[config.mk]
export PLATFORM = sky130hd
export DESIGN_NAME = sat_counter
export DESIGN_NICKNAME = d
export VERILOG_FILES = /design/src/rtl/sat_counter.sv
export SDC_FILE = /design/constraint.sdc
export NUM_CORES = 1
export LEC_CHECK = 0
export CAP_MARGIN = 20
export CORE_AREA = 2 2 39 41
export DETAILED_ROUTE_END_ITERATION = 8
export DIE_AREA = 0 0 41 43
export PLACE_DENSITY = 0.72
export SLEW_MARGIN = 10
export SYNTH_ARGS = -nofsm -noshare
export SYNTH_HDL_FRONTEND = slang
export SYNTH_SLANG_ARGS = --single-unit
[constraint.sdc]
create_clock -name clk -period 1.8 [get_ports clk]
set_clock_uncertainty 0.2 [all_clocks]
set_input_delay 0.36 -clock clk [delete_from_list [all_inputs] [get_ports clk]]
set_output_delay 0.36 -clock clk [all_outputs]
set_load 0.01 [all_outputs]
[src/rtl/sat_counter.sv]
// sat_counter: up-counter with synchronous clear that sticks at all-ones.
module sat_counter #(
    parameter int unsigned WIDTH = 8
) (
    input  logic             clk,
    input  logic             rst_n,
    input  logic             clr,
    input  logic             inc,
    output logic [WIDTH-1:0] cnt
);

    // Clear has priority; increment stops at all-ones instead of wrapping
    always_ff @(posedge clk or negedge rst_n) begin
        if (!rst_n) begin
            cnt <= '0;
        end else if (clr) begin
            cnt <= '0;
        end else if (inc && (cnt != '1)) begin
            cnt <= cnt + 1'b1;
        end
    end

endmodule

==> results of run 1 <==
## area by class of cell
class / instances / area [sq um] / area share, %
timing repair buffer: 22 / 198 / 28.2
tap: 16 / 20.0 / 2.86
sequential: 8 / 201 / 28.7
clock buffer: 3 / 22.5 / 3.21
multi-input combinational: 37 / 251 / 35.9
inverter: 2 / 7.51 / 1.07
## metal layers
| layer | vias up | routed length [microns] |
|---|---|---|
| met3 | 5 | 49 |
| met5 | - | 0 |
| met4 | 0 | 39 |
| li1 | 231 | - |
| met2 | 11 | 455 |
| met1 | 200 | 544 |
## what timing repair did
action,4_1_cts,5_1_grt
setup endpoints to repair,5,4
hold buffers,0,0
setup buffers,2,2
gates resized for setup,3,3
## synth_stat cells
master	n
a2111oi_0	1
a211oi_1	1
a21boi_1	1
a21oi_1	3
a31oi_1	1
a41oi_1	1
and3_1	1
and4_1	1
and4_2	1
buf_2	1
clkbuf_1	1
dfrtp_1	8
ha_1	1
inv_1	2
mux2_2	2
mux2i_1	1
nand2_1	2
nand2b_1	3
nand3_1	2
nand3_2	1
nand4_1	1
nor2_1	2
nor2b_1	3
nor3_1	4
nor3b_1	1
nor4_1	1
o21ai_0	1
or3_1	1
## logic make-up (layout without fill, tap and decap cells)
logic type,Yosys count,in the layout
buffers and inverters,4,27
multiplexers,3,3
flip-flops,8,8
adder cells (fa/ha/maj),1,1
AND/OR/NAND/NOR,24,24
AO/OA/AOI/OAI,9,9
## per-stage QoR
stage | setup TNS [ns] | total power [uW] | hold slack (ns) | utilization, %
2_1_floorplan | 0 | 214 | -0.136 | -
3_3_place_gp | -0.0456 | 247 | 0.362 | 46.4
3_5_place_dp | -0.132 | 248 | 0.379 | 46.4
4_1_cts | 0 | 389 | 0.195 | 49.0
5_1_grt | 0 | 407 | 0.209 | 50.6
6_report | 0 | 390 | 0.175 | 50.6
## report_power, final
group | switching, uW | total, uW | internal (uW)
registers | 2.66 | 187 | 184
logic | 25.1 | 54.1 | 29.0
clock network | 71.6 | 149 | 77.0
total | 99.3 | 390 | 290
## final timing paths
path                       slack (ns)  depth (start not counted)  startpoint     end
max                              0.05                          1      cnt[7]  cnt[7]
min                              0.17                          1       rst_n  cnt[4]
max reg2reg                      0.11                          4      cnt[0]  cnt[3]
min reg2reg                      0.42                          2      cnt[6]  cnt[6]
max in group asynchronous        0.94                          1       rst_n  cnt[2]
min in group clk                 0.42                          2      cnt[6]  cnt[6]
==> flow_summary.json, run 1 <==
{
  "status": "complete, no violations",
  "post_synth_mux_area_share_pct": 7.01,
  "cp_slowest_cell": "clkdlybuf4s50_1",
  "syn_nets": 54,
  "drt_wl_total_mm": 1.09,
  "core_sq_um": 1380,
  "diodes": 0,
  "slowest_delay_ns": 0.55,
  "tritoncts": "done",
  "fillCellCount": 139,
  "worstSetupPathType": "register to primary output",
  "ios": 12,
  "setup_violations": 0,
  "root_buffer": "clkbuf_4",
  "drive_gt1_share_pct": 27.8,
  "drt_first_pass_iters": 3,
  "fin_crit_sh_pct": 97.2,
  "fp-row-count": 14,
  "busiest_layer": "met1",
  "setup_ws_ns": 0.0510,
  "arrival_ns": 1.19,
  "die_w_microns": 41,
  "post-place-ws_ns": -0.0556,
  "dp_hpwl_microns": 773,
  "worstMarginPinSlew_ns": 0.355,
  "grt_pass1_wl_mm": 1.75,
  "vdd_ir_drop_max_mv": 0.295,
  "synth_fa_ha_area_share_pct": 2.70,
  "synth-warning-count": 0,
  "start_util_pct": 33.5,
  "maxSlewViolCount": 0,
  "synth-seq-cells": 8,
  "syn_inst": 49,
  "cts_max_level": 1,
  "layoutNonFillerInstCount": 88,
  "finalNetCount": 79,
  "gp_congestion": 0.710,
  "top_register": "cnt",
  "critical-path-top-delay-family": "buffers and inverters",
  "routed-via-count": 447,
  "use_met1_pct": 20.8,
  "synth-simple-area-share_pct": 31.0,
  "synthTopCellsByArea": "dfrtp_1 (43%), mux2_2 (4.9%), nor3_1 (4.3%), nand2b_1 (4.0%), nor2b_1 (4.0%)",
  "placedCellCount": 81,
  "leakagePower_uw": 0.000357,
  "relSlewSlack_pct": 75.7,
  "fmax_mhz": 572,
  "grtUsageMet3_pct": 4.71,
  "wl_per_cell_microns": 12.4,
  "avgSynthCellArea_sq_um": 9.47,
  "critPathRequiredTime_ns": 1.24,
  "final_hold_viol_count": 0,
  "insertion_delay_ns": 0.26,
  "fp.dieH_microns": 43,
  "cp_max_fo": 4,
  "syn-cell-area_sq_um": 464,
  "cap_violations": 0,
  "synth.top_cell.area_share_pct": 43.1,
  "grt_max_degree": 9,
  "final_common_cell": "buf_4",
  "cts_buffers": 3,
  "overflow": 0,
  "cts_sinks": 8,
  "antenna_left": 0,
  "worstSetupStartpointType": "register",
  "antenna_found_initial": 0,
  "synth.distinct_cells": 28,
  "cts_buffer_depth": 2,
  "area.growth.synth_to_final_pct": 50.9,
  "postPlaceCellArea_sq_um": 642,
  "clk_pin_slew_ns": 0.06,
  "synth_top_family_by_area": "simple AND/OR/NAND/NOR gates",
  "io_buffers": 11,
  "mostFrequentLayoutCells": "buf_4 (11), dfrtp_1 (7), clkdlybuf4s50_1 (6), nor3_1 (4)",
  "yosysTopAreaCell": "dfrtp_1",
  "synth_xor_area_share_pct": 0,
  "grt_pass1_vias": 415,
  "drc": 0,
  "fin_crit_ns": 1.75,
  "grt_usage_pct": 15.1,
  "postLayoutCellArea_sq_um": 701,
  "rsz0062_at_grt": "false",
  "die-area_sq_um": 1760,
  "grt_use_met2_pct": 19.4,
  "crit_buf_inv": 1,
  "reg_top3": "cnt x8",
  "cp-end-kind": "primary output",
  "min_path_type": "input port to async pin",
  "ys_seq_area_share_pct": 43.1,
  "drt_iter0_markers": 3,
  "vias_per_cell": 5.08,
  "largest_register_ffs": 8,
  "synth_compound_area_share_pct": 12.7,
  "powerDensity_nw_per_um2": 556,
  "crit_path_cell_trace": "clkdlybuf4s50_1"
}
Note: power is estimated with default switching activity, not from simulation.
==> run 2: changes to the inputs <==
CTS_CLUSTER_SIZE = 20   (was default)
==> results of run 2 <==
The final DEF is identical to that of run 1; final timing and power are the same.
==> run 3: changes to the inputs <==
GPL_TIMING_DRIVEN = 0   (was default)
PLACE_DENSITY = default   (was 0.72)
PLACE_DENSITY_LB_ADDON = 0.1   (was default)
==> run 3 against run 2 <==
  * Global-route usage fell by 0.81 points
  * Worst setup slack improved by 0.024 ns
  * Die area did not move
  * Final area fell by 6.1%
  * Non-clock buffer count fell by 7
  * First-iteration DRC count did not move
  * Sequential cell count did not move
  * Largest power group unchanged
  * Highest routed layer unchanged
==> flow_summary.json, run 3 (same netlist as run 1, synthesis figures left out) <==
{
  "r2r_start": "cnt[0]",
  "insertion_delay_ns": 0.26,
  "grt_pass1_vias": 386,
  "grt_pass1_wl_mm": 1.67,
  "comb_power_share_pct": 11.8,
  "whs_ns": 0.189,
  "fp-row-count": 14,
  "leakagePower_uw": 0.000336,
  "vias_per_cell": 5.31,
  "drc": 0,
  "cp-end-kind": "register",
  "switching_share_pct": 24.7,
  "cts_buffer_depth": 2,
  "overflow": 0,
  "drt_first_pass_iters": 3,
  "io_buffers": 10,
  "drt_iter0_markers": 3,
  "reg_top3": "cnt x8",
  "worstSetupStartpointType": "register",
  "top_register": "cnt",
  "fin_setup_tns_ns": 0,
  "root_buffer": "clkbuf_4",
  "rsz0062_at_grt": "false",
  "gp_congestion": 0.711,
  "powerDensity_nw_per_um2": 576,
  "final_hold_viol_count": 0,
  "cts_max_level": 1,
  "fin_crit_ns": 1.72,
  "p_clk_share_pct": 37.5,
  "placedCellCount": 75,
  "worstMarginPinSlew_ns": 0.424,
  "postLayoutCellArea_sq_um": 658,
  "cts_buffers": 3,
  "power.switching_uw": 93.8,
  "area.growth.synth_to_final_pct": 41.8,
  "clk_pin_slew_ns": 0.06,
  "cp_max_fo": 7,
  "fmax_mhz": 580,
  "status": "complete, no violations",
  "crit_path_cell_trace": "ha_4 -> and4_2 -> a21boi_2 -> mux2_2",
  "post-place-ws_ns": -0.0768,
  "slowest_delay_ns": 0.45,
  "ios": 12,
  "die_w_microns": 41,
  "grt_max_degree": 11,
  "layoutNonFillerInstCount": 81,
  "core_sq_um": 1380,
  "cts_sinks": 8,
  "relSlewSlack_pct": 71.8,
  "setup_violations": 0,
  "tritoncts": "done",
  "antenna_left": 0,
  "drt_wl_total_mm": 1.06,
  "start_util_pct": 33.5,
  "fp.dieH_microns": 43,
  "worst_r2r_endpoint": "cnt[0]",
  "cp_slowest_cell": "dfrtp_2",
  "postPlaceCellArea_sq_um": 588,
  "finalNetCount": 72,
  "diodes": 0,
  "arrival_ns": 1.66,
  "worst-r2r-cell-count": 4,
  "fin_crit_sh_pct": 95.8,
  "vdd_ir_drop_max_mv": 0.276,
  "antenna_found_initial": 0,
  "drive_gt1_share_pct": 24.6,
  "critPathRequiredTime_ns": 1.74,
  "mostFrequentLayoutCells": "dfrtp_1 (6), nor3_1 (4), dlymetal6s2s_1 (4)",
  "grt_usage_pct": 14.3,
  "worstSetupPathType": "register to register",
  "maxSlewViolCount": 0,
  "p_seq_share_pct": 50.7,
  "routed-via-count": 430,
  "dp_hpwl_microns": 732,
  "min_path_type": "input port to async pin",
  "intPower_uw": 285,
  "wl_per_cell_microns": 13.0,
  "r2r_setup_slack_ns": 0.08,
  "cap_violations": 0,
  "final_common_cell": "dfrtp_1",
  "largest_register_ffs": 8,
  "setup_ws_ns": 0.0751,
  "die-area_sq_um": 1760
}
-- run 3: cell type report --
| class | instances | area, sq um |
|---|---|---|
| repair buffers | 13 | 129 |
| clock buffers | 3 | 22.5 |
| flip-flops and latches | 8 | 203 |
| inverters | 2 | 7.51 |
| multi-input cells | 37 | 268 |
| plain buffers | 2 | 8.76 |
| well taps | 16 | 20.0 |
| fillers | 142 | 726 |
-- run 3: repair_timing --
item                                    4_1_cts  5_1_grt
pin swaps                                     0        1
gates cloned                                  0        0
hold buffers                                  0        0
buffers inserted                              2        1
endpoints found under the setup margin        7        6
resized for setup                             5        7
-- run 3: stage by stage --
stage	util (%)	total power (uW)
final	47.6	379
after global routing	47.6	403
after CTS	45.2	384
after detailed placement	42.5	235
after global placement	42.5	235
after floorplan	-	214
-- run 3: critical path, delay by kind of cell (launching register included) --
kind            cells  cell delay (ns)
mux                 1             0.34
fa+ha+maj           1             0.19
flops               1             0.45
compound gates      1             0.16
simple gates        1             0.26
-- run 3: worst max path at each step --
| stage | startpoint | endpoint | cells after the start |
|---|---|---|---|
| after floorplan | cnt[0] | cnt[0] | 4 |
| final | cnt[0] | cnt[0] | 4 |
| after detailed placement | clr | cnt[3] | 4 |
| after global placement | clr | cnt[3] | 4 |
| after CTS | cnt[7] | cnt[7] | 1 |
| after global routing | cnt[0] | cnt[0] | 4 |
-- run 3: routing by layer --
metal	track usage [%]	share of wire (%)	routed length (microns)
met5	0	0	0
met4	10.0	0.85	9
met3	3.14	5.7	60
met2	18.4	48	508
met1	20.1	45	479
-- run 3: power groups by stage --
| stage | sequential [uW] | combinational, uW | clock (uW) |
|---|---|---|---|
| 2_1_floorplan | 195 | 18.7 | 0 |
| 3_3_place_gp | 194 | 41.6 | 0 |
| 3_5_place_dp | 194 | 41.2 | 0 |
| 4_1_cts | 190 | 43.3 | 151 |
| 5_1_grt | 193 | 49.7 | 160 |
| 6_report | 192 | 44.9 | 142 |
